==> config.mk <==
export PLATFORM = sky130hd
export DESIGN_NAME = priority_arbiter_8
export DESIGN_NICKNAME = d
export VERILOG_FILES = /design/src/rtl/priority_arbiter_8.sv
export SDC_FILE = /design/constraint.sdc
export NUM_CORES = 1
export LEC_CHECK = 0
export CAP_MARGIN = 20
export CORE_MARGIN = 10
export CORE_UTILIZATION = 45
export DETAILED_ROUTE_END_ITERATION = 8
export GPL_TIMING_DRIVEN = 0
export PLACE_DENSITY = 0.63
export SLEW_MARGIN = 20
export SYNTH_ARGS = -nofsm -noshare
export SYNTH_HDL_FRONTEND = slang
export SYNTH_SLANG_ARGS = --single-unit
==> constraint.sdc <==
create_clock -name clk -period 4.5 [get_ports clk]
set_clock_uncertainty 0.2 [all_clocks]
set_input_delay 0.9 -clock clk [delete_from_list [all_inputs] [get_ports clk]]
set_output_delay 0.9 -clock clk [all_outputs]
set_load 0.1 [all_outputs]
==> src/rtl/priority_arbiter_8.sv <==
// priority_arbiter_8: 8-way sequential arbiter sharing one resource.
// Two selection modes: fixed priority, where the highest index wins, and
// round-robin, which searches downward from ptr and wraps. A grant is held
// until it is released, the holder drops its request, MAX_HOLD cycles elapse,
// or en falls.
// Ports:
//   clk       rising-edge clock
//   rst       synchronous reset, active-high
//   en        enable; 0 blocks new grants and aborts an active grant
//   req[7:0]  request vector
//   rel       holder finished, honoured only while busy (the name "release"
//             is a reserved word in the language)
//   rr_mode   0 = fixed priority, 1 = round-robin; sampled at arbitration
//   gnt[7:0]  one-hot grant (registered)
//   gnt_idx   binary index of the holder, 0 when idle (registered)
//   gnt_valid grant held (registered)
//   timeout   1-cycle pulse after a MAX_HOLD revoke (registered)
module priority_arbiter_8 #(
  parameter int unsigned MAX_HOLD = 16
) (
  input  logic       clk,
  input  logic       rst,
  input  logic       en,
  input  logic [7:0] req,
  input  logic       rel,
  input  logic       rr_mode,
  output logic [7:0] gnt,
  output logic [2:0] gnt_idx,
  output logic       gnt_valid,
  output logic       timeout
);

  localparam int unsigned N    = 8;
  localparam int unsigned IDXW = 3;
  localparam int unsigned CNTW = 8;

  typedef enum logic {IDLE = 1'b0, BUSY = 1'b1} state_t;

  state_t            state;
  logic [CNTW-1:0]   hold_cnt;
  logic [IDXW-1:0]   ptr;
  logic [IDXW-1:0]   win_idx;
  logic              win_found;
  logic [IDXW-1:0]   cand;

  // Winner search. In round-robin mode the search runs ptr, ptr-1, ... and
  // wraps through the 3-bit index. In fixed mode it runs 7 down to 0.
  always_comb begin
    win_idx   = '0;
    win_found = 1'b0;
    cand      = '0;
    for (int k = 0; k < N; k++) begin
      cand = rr_mode ? IDXW'(ptr - IDXW'(k)) : IDXW'(N - 1 - k);
      if (!win_found && req[cand]) begin
        win_found = 1'b1;
        win_idx   = cand;
      end
    end
  end

  // Arbiter FSM with registered outputs.
  always_ff @(posedge clk) begin
    if (rst) begin
      state     <= IDLE;
      hold_cnt  <= '0;
      ptr       <= IDXW'(N - 1);
      gnt       <= '0;
      gnt_idx   <= '0;
      gnt_valid <= 1'b0;
      timeout   <= 1'b0;
    end else begin
      timeout <= 1'b0;
      case (state)
        IDLE: begin
          // The IDLE cycle itself is the mandatory dead gap after any grant.
          if (en && win_found) begin
            state     <= BUSY;
            hold_cnt  <= '0;
            gnt       <= N'(1) << win_idx;
            gnt_idx   <= win_idx;
            gnt_valid <= 1'b1;
          end
        end
        BUSY: begin
          if (!en) begin
            // Abort: ptr is left unchanged and no timeout is raised.
            state     <= IDLE;
            gnt       <= '0;
            gnt_idx   <= '0;
            gnt_valid <= 1'b0;
          end else if (rel || !req[gnt_idx]) begin
            state     <= IDLE;
            ptr       <= gnt_idx - IDXW'(1);
            gnt       <= '0;
            gnt_idx   <= '0;
            gnt_valid <= 1'b0;
          end else if (hold_cnt == CNTW'(MAX_HOLD - 1)) begin
            state     <= IDLE;
            ptr       <= gnt_idx - IDXW'(1);
            timeout   <= 1'b1;
            gnt       <= '0;
            gnt_idx   <= '0;
            gnt_valid <= 1'b0;
          end else begin
            hold_cnt <= hold_cnt + CNTW'(1);
          end
        end
        default: state <= IDLE;
      endcase
    end
  end

endmodule

==> results of run 1 <==
==> kinds of logic after synthesis <==
kind of cell / Yosys count
AO/OA/AOI/OAI: 70
adder cells (fa/ha/maj): 4
XOR/XNOR: 9
multiplexers: 23
AND/OR/NAND/NOR: 96
buffers and inverters: 23
flip-flops: 25
==> critical path, delay by kind of cell <==
family                 cells  cell delay [ns]
AO/OA/AOI/OAI              6             1.57
AND/OR/NAND/NOR            2             0.59
buffers and inverters      1             0.62
==> cell usage in the layout (no fill, tap or decap), types with 3 or more instances in the layout <==
master	count
dfxtp_1	25
nor2_1	24
clkdlybuf4s50_1	22
nand2_1	17
mux2i_1	13
nand2b_1	9
nor2b_1	9
clkbuf_1	8
nand3_1	8
inv_1	7
o21ai_0	7
o2bb2ai_1	7
o22ai_1	6
a21oi_1	6
a211o_1	6
xor2_1	6
mux2_2	5
buf_6	4
nor3b_1	4
and2_1	4
mux4_2	4
a22o_1	4
ha_1	4
xnor2_1	3
nand4_1	3
clkbuf_8	3
==> power breakdown <==
part           leakage, nW  internal (mW)  switching [mW]
Clock               0.0261         0.0648          0.0755
Sequential           0.203          0.231         0.00989
Combinational        0.700          0.108           0.182
Total                0.929          0.404           0.267
==> flip-flops by register name (all words and copies together), names as in the netlist <==
signal	count
gnt	8
gnt_idx	3
gnt_valid	1
hold_cnt	8
ptr	3
state	1
timeout	1
==> cells in the mapped netlist, types with 2 or more instances <==
cell	number	area share
a211o_1	6	0.024
a21o_1	2	0.0068
a21oi_1	6	0.014
a22o_1	4	0.016
a311oi_2	2	0.014
a31oi_1	2	0.0057
a32o_1	2	0.0091
and2_1	4	0.011
and3_1	2	0.0057
and3b_1	2	0.0080
buf_2	2	0.0046
buf_4	2	0.0068
buf_6	4	0.021
clkbuf_1	8	0.014
dfxtp_1	25	0.23
ha_1	4	0.023
inv_1	7	0.012
mux2_2	5	0.026
mux2i_1	13	0.059
mux4_2	4	0.041
nand2_1	17	0.029
nand2b_1	9	0.026
nand3_1	8	0.018
nand4_1	3	0.0086
nand4b_1	2	0.0080
nor2_1	24	0.041
nor2b_1	9	0.026
nor3_1	2	0.0046
nor3b_1	4	0.014
o21ai_0	7	0.016
o22a_1	2	0.0080
o22ai_1	6	0.017
o2bb2ai_1	7	0.028
o31a_1	2	0.0080
o32ai_1	2	0.0080
or2_2	2	0.0057
xnor2_1	3	0.012
xor2_1	6	0.024
==> metal layers <==
metal  up-vias  wire (µm)  GRT usage
met5         -          0          0
met4         0        138     0.0472
met3        12        299     0.0291
met2        74       2790      0.238
met1       971       2550      0.175
li1        995          -          -
==> worst paths after layout <==
path | slack (ns) | start | to
max | 0.83 | rr_mode | gnt[5]
min | 0.27 | gnt[4] | gnt[4]
max reg2reg | 1.02 | ptr[0] | gnt[3]
min reg2reg | 0.27 | gnt[4] | gnt[4]
==> final cells by class <==
type / instances / area [µm²]
inverters: 7 / 26.3
plain buffers: 16 / 100
clock inverters: 1 / 8.76
multi-input cells: 202 / 1570
well taps: 67 / 83.8
fillers: 485 / 2170
flip-flops and latches: 25 / 500
repair buffers: 22 / 220
clock buffers: 3 / 41.3
==> per-stage QoR <==
step	cell area (µm²)	util	setup slack [ns]
after floorplan	2190	-	1.41
after global placement	2500	0.529	0.550
final	2550	0.540	0.826
after CTS	2550	0.540	0.843
after global routing	2550	0.540	0.540
after detailed placement	2500	0.529	0.547
==> metrics.md, run 1 <==
| Metric | Value |
|---|---|
| GRT overflow | 0 |
| H-Tree Depth | 1 |
| Cts hold-fix bufs | 0 |
| # rows | 25 |
| Share of layout cells above drive strength 1 | 0.149 |
| Largest family of logic cells by synthesized area | compound AO/OA/AOI/OAI gates |
| Setup_tns | 0 ns |
| CP startpoint kind | input pin |
| Hold WC Path Type | reg -> reg |
| Routed WL per cell | roughly 17 µm |
| P_leak | just over 0.9 nW |
| Syn_area_per_cell | between 8 and 9 µm² |
| Clk buf depth | 2 |
| CP required | around 4.5 ns |
| PostCTS Resize Cnt | 0 |
| Routed wire length | about 5.8 mm |
| Worst vdd rail ir drop | around 210 µV |
| Crit Path Class | in -> reg |
| Pre-antenna DRT Iters | 4 |
| Design Power | roughly 0.67 mW |
| Num CTS Buffers | 3 |
| Hold path cells | 1 |
| Sinks on Clock Net | 25 |
| Placed cell count | roughly 340 |
| CP arrival | approximately 3.7 ns |
| GRT Overall Usage | 0.142 |
| Slew at the pin with the worst max-slew slack | 0.977 ns |
| Ys Warns | 0 |
| Fmax | about 270 MHz |
| Status | complete, no violations |
| Die Width | ~90 µm |
| CP Cell Sequence | clkdlybuf4s50_1 -> nor3b_1 -> a22oi_1 -> o2111ai_1 -> o311a_2 -> o2111ai_2 -> a2111oi_4 -> nand2_1 -> o2bb2ai_1 |
| Slew Limit Fails | 0 |
| Vias in the first global route | about 2000 |
| Post-synthesis xor/xnor area fraction | 0.0359 |
| Top_reg_cell synth | dfxtp_1 |
| Post-Synth Adder-Cell Area | 0.0228 |
| Max cap viols | 0 |
| Antenna Violating Nets Remaining | 0 |
| Clock slew at reported path FFs | 0.10 ns |
| DRC violations left | 0 |
| Final setup viols | 0 |
| Postcts setup bufs | 0 |
| Core area | roughly 4700 µm² |
| Die area | about 8100 µm² |
| Initial antenna violation count | 0 |
| Distinct cells, synth | 67 |
| Clk root buf | clkbuf_8 |
| Synth Area in Compound Gates | 0.281 |
| Final Hold Vio Count | 0 |
| Largest net degree at the start of global routing | 17 |
| GP Congestion | a little under 0.9 |
| Vias | ~2100 |
| Synth Instances | 250 |
| CP endpoint kind | flop |
| First-pass GRT wire length | roughly 9.9 mm |
| Latest clock arrival within the worst-skew pair | about 0.27 ns |
| Non-filler instance count after layout | around 340 |
| Worst r2r path cells | 12 |
| Power Density | between 200 and 300 nW/µm² |
| Worst-path fanout max | 8 |
| CTS tree | built |
| Post-synth EDFFs | 0 |
| Vias per Instance | 5.98 |
| Area growth, synth to finish | 16.1% |
| Mux contribution to synthesized area | 0.132 |
| Diode count | 0 |
| Final HPWL DP | about 4.5 mm |
| Share of async-settable or async-resettable flops after synthesis | 0 |
| Post-Syn Area | 2190 µm² |
| Simple-gate share of the synthesized area | 0.242 |
| Slew headroom | 0.347 |
| Final period util | 0.816 |
| 1st-iter DRT viols | 207 |
| Sequential area share after synthesis | 0.228 |
| Port Buf Inserts | 22 |
| Starting density of the core | 0.465 |
| CP peak stage delay | ~0.62 ns |
| Unrepaired setup endpoints after global routing | false |
| Synth Net Count | 267 |
| Die height | 89.8 µm |
| Slowest CP cell | clkdlybuf4s50_1 |
| Nets | ~290 |
| Hold_ws | 0.267 ns |
| Minimum clock period after layout | between 3 and 4 ns |
| IO Pins | 26 |
| Synthesis-stage register bit count | 25 |
Note: power is estimated with default switching activity, not from simulation.
==> run 2, diff against run 1 <==
- PLACE_DENSITY: 0.63 -> 0.66
- clock period: 4.5 -> 3.2 ns (I/O delays scaled with it)
==> run 2 against run 1 <==
  * Via count up 4.6%
  * Die area unchanged
  * Cell area up 10%
  * Cell count up 3.2%
  * Sequential power up 41%
  * Non-clock buffer count up 10
  * Sequential share of layout area down 1.8 points
  * First-iteration DRC count up 2.4%
  * Worst setup slack worse by 0.72 ns
  * Worst hold slack better by 0.0042 ns
  * Register-to-register slack worse by 0.91 ns
  * Highest routed layer unchanged
==> metrics.md, run 2 (synthesized netlist as in run 1, its figures left out) <==
| Metric | Value |
|---|---|
| Commonest non-fill, non-tap cell in the layout | nor2_1 |
| Pre-CTS setup slack | -0.479 ns |
| Largest net degree at the start of global routing | 16 |
| CP required | roughly 3.2 ns |
| GRT overflow | 0 |
| CP Cell Sequence | buf_6 -> clkinvlp_4 -> ha_4 -> buf_4 -> or3b_4 -> o211ai_4 -> o32ai_4 -> nor2b_2 -> o2111ai_4 -> a2111oi_4 -> nand2_1 -> o2bb2ai_1 |
| Area growth, synth to finish | 28.2% |
| Initial antenna violation count | 0 |
| Multi-input logic area | roughly 1800 µm² |
| P_leak | ~1.0 nW |
| Worst vdd rail ir drop | around 250 µV |
| Biggest regs | gnt: 8 flops, hold_cnt: 8 flops |
| Finished Core Util | 0.595 |
| Diode count | 0 |
| Core area | between 4000 and 5000 µm² |
| Antenna Violating Nets Remaining | 0 |
| Clk buf depth | 2 |
| Pre-antenna DRT Iters | 4 |
| Hold_ws | around 0.27 ns |
| Register area | approximately 500 µm² |
| Clk root buf | clkbuf_8 |
| CP delay by family, top | compound AO/OA/AOI/OAI gates |
| Slew Limit Fails | 0 |
| Port Buf Inserts | 22 |
| Final period util | 0.965 |
| Die height | about 90 µm |
| Status | complete, no violations |
| H-Tree Depth | 1 |
| Die Width | around 90 µm |
| Cts hold-fix bufs | 0 |
| Final setup viols | 0 |
| CP peak stage delay | approximately 0.43 ns |
| 1st-iter DRT viols | approximately 210 |
| Design Area, Final | 2810 µm² |
| Vias per Instance | between 6 and 7 |
| GP Congestion | around 0.86 |
| Max cap viols | 0 |
| Final HPWL DP | 4.37 mm |
| Vias in the first global route | 2011 |
| Worst-path fanout max | 10 |
| Final Hold Vio Count | 0 |
| DRC violations left | 0 |
| Slew at the pin with the worst max-slew slack | ~0.98 ns |
| CP arrival | 3.10 ns |
| Slowest CP cell | a2111oi_4 |
| Hold WC Path Type | reg -> reg |
| Buf+Inv Stages, Crit Path | 3 |
| CP startpoint kind | flop |
| Power Density | 358 nW/µm² |
| Most frequent cells in the layout | nor2_1, dfxtp_1, nand2_1, clkdlybuf4s50_1, buf_4 |
| Placed inst area | 2500 µm² |
| CTS tree | built |
| Nets | 305 |
| Routed wire length | roughly 6.1 mm |
| # fillers | 430 |
| CP endpoint kind | flop |
| Share of layout cells above drive strength 1 | 0.251 |
| Die area | between 8000 and 9000 µm² |
| Num CTS Buffers | 3 |
| Minimum clock period after layout | 3.09 ns |
| Crit Path Class | reg -> reg |
| Starting density of the core | 0.465 |
| # rows | 25 |
| Sinks on Clock Net | 25 |
| Vias | 2147 |
| Slew headroom | 0.347 |
| Fmax | ~320 MHz |
| Setup_tns | 0 ns |
| Final worst slack | 0.111 ns |
| IO Pins | 26 |
| Routed WL per cell | ~17 µm |
| First-pass GRT wire length | between 9 and 10 mm |
| Latest clock arrival within the worst-skew pair | approximately 0.27 ns |
| GRT Overall Usage | 0.137 |
| Clock slew at reported path FFs | 0.09 ns |
## run 2: worst paths after layout
check,startpoint,to,slack [ns],depth (start not counted)
worst min register to register,gnt[6],gnt[6],0.27,1
worst min-delay path,gnt[6],gnt[6],0.27,1
worst max-delay path,ptr[0],gnt[4],0.11,12
worst max register to register,ptr[0],gnt[4],0.11,12
## run 2: area by class of cell
class / instances / share of cell area
multi-input cells: 203 / 0.623
well taps: 67 / 0.0298
plain buffers: 15 / 0.0351
clock inverters: 1 / 0.00267
repair buffers: 33 / 0.105
clock buffers: 3 / 0.0147
flip-flops and latches: 25 / 0.179
inverters: 7 / 0.0107
## run 2: what timing repair did
item                       CTS  global route
pin swaps                    7            17
resized for setup           21            17
setup endpoints to repair   18            16
cloned                       0             1
setup buffers                1            10
## run 2: power breakdown
part / switching (mW) / leakage (nW) / internal, mW
logic: 0.290 / 0.789 / 0.188
clock network: 0.101 / 0.0217 / 0.0882
registers: 0.0143 / 0.202 / 0.325
## run 2: worst register-to-register path: cells and delay by family (launching register included)
kind / cells / cell delay, ns
fa+ha+maj: 1 / 0.26
compound gates: 5 / 1.05
flops: 1 / 0.34
simple gates: 3 / 0.75
buf+inv: 3 / 0.43
## run 2: layer usage
layer / share of wire / track usage
met1: 0.44 / 0.163
met5: 0 / 0
met4: 0.017 / 0.0418
met2: 0.50 / 0.244
met3: 0.048 / 0.0216
## run 2: through the flow
step           power (mW)  cells
5_1_grt              1.05    354
3_3_place_gp        0.747    339
3_5_place_dp        0.747    339
2_1_floorplan       0.653    250
6_report             1.01    354
4_1_cts             0.954    343
==> run 3, diff against run 2 <==
- CAP_MARGIN: 20 -> default
==> results of run 3 <==
Same layout as run 2: the final DEF is identical, and so are final timing and power.
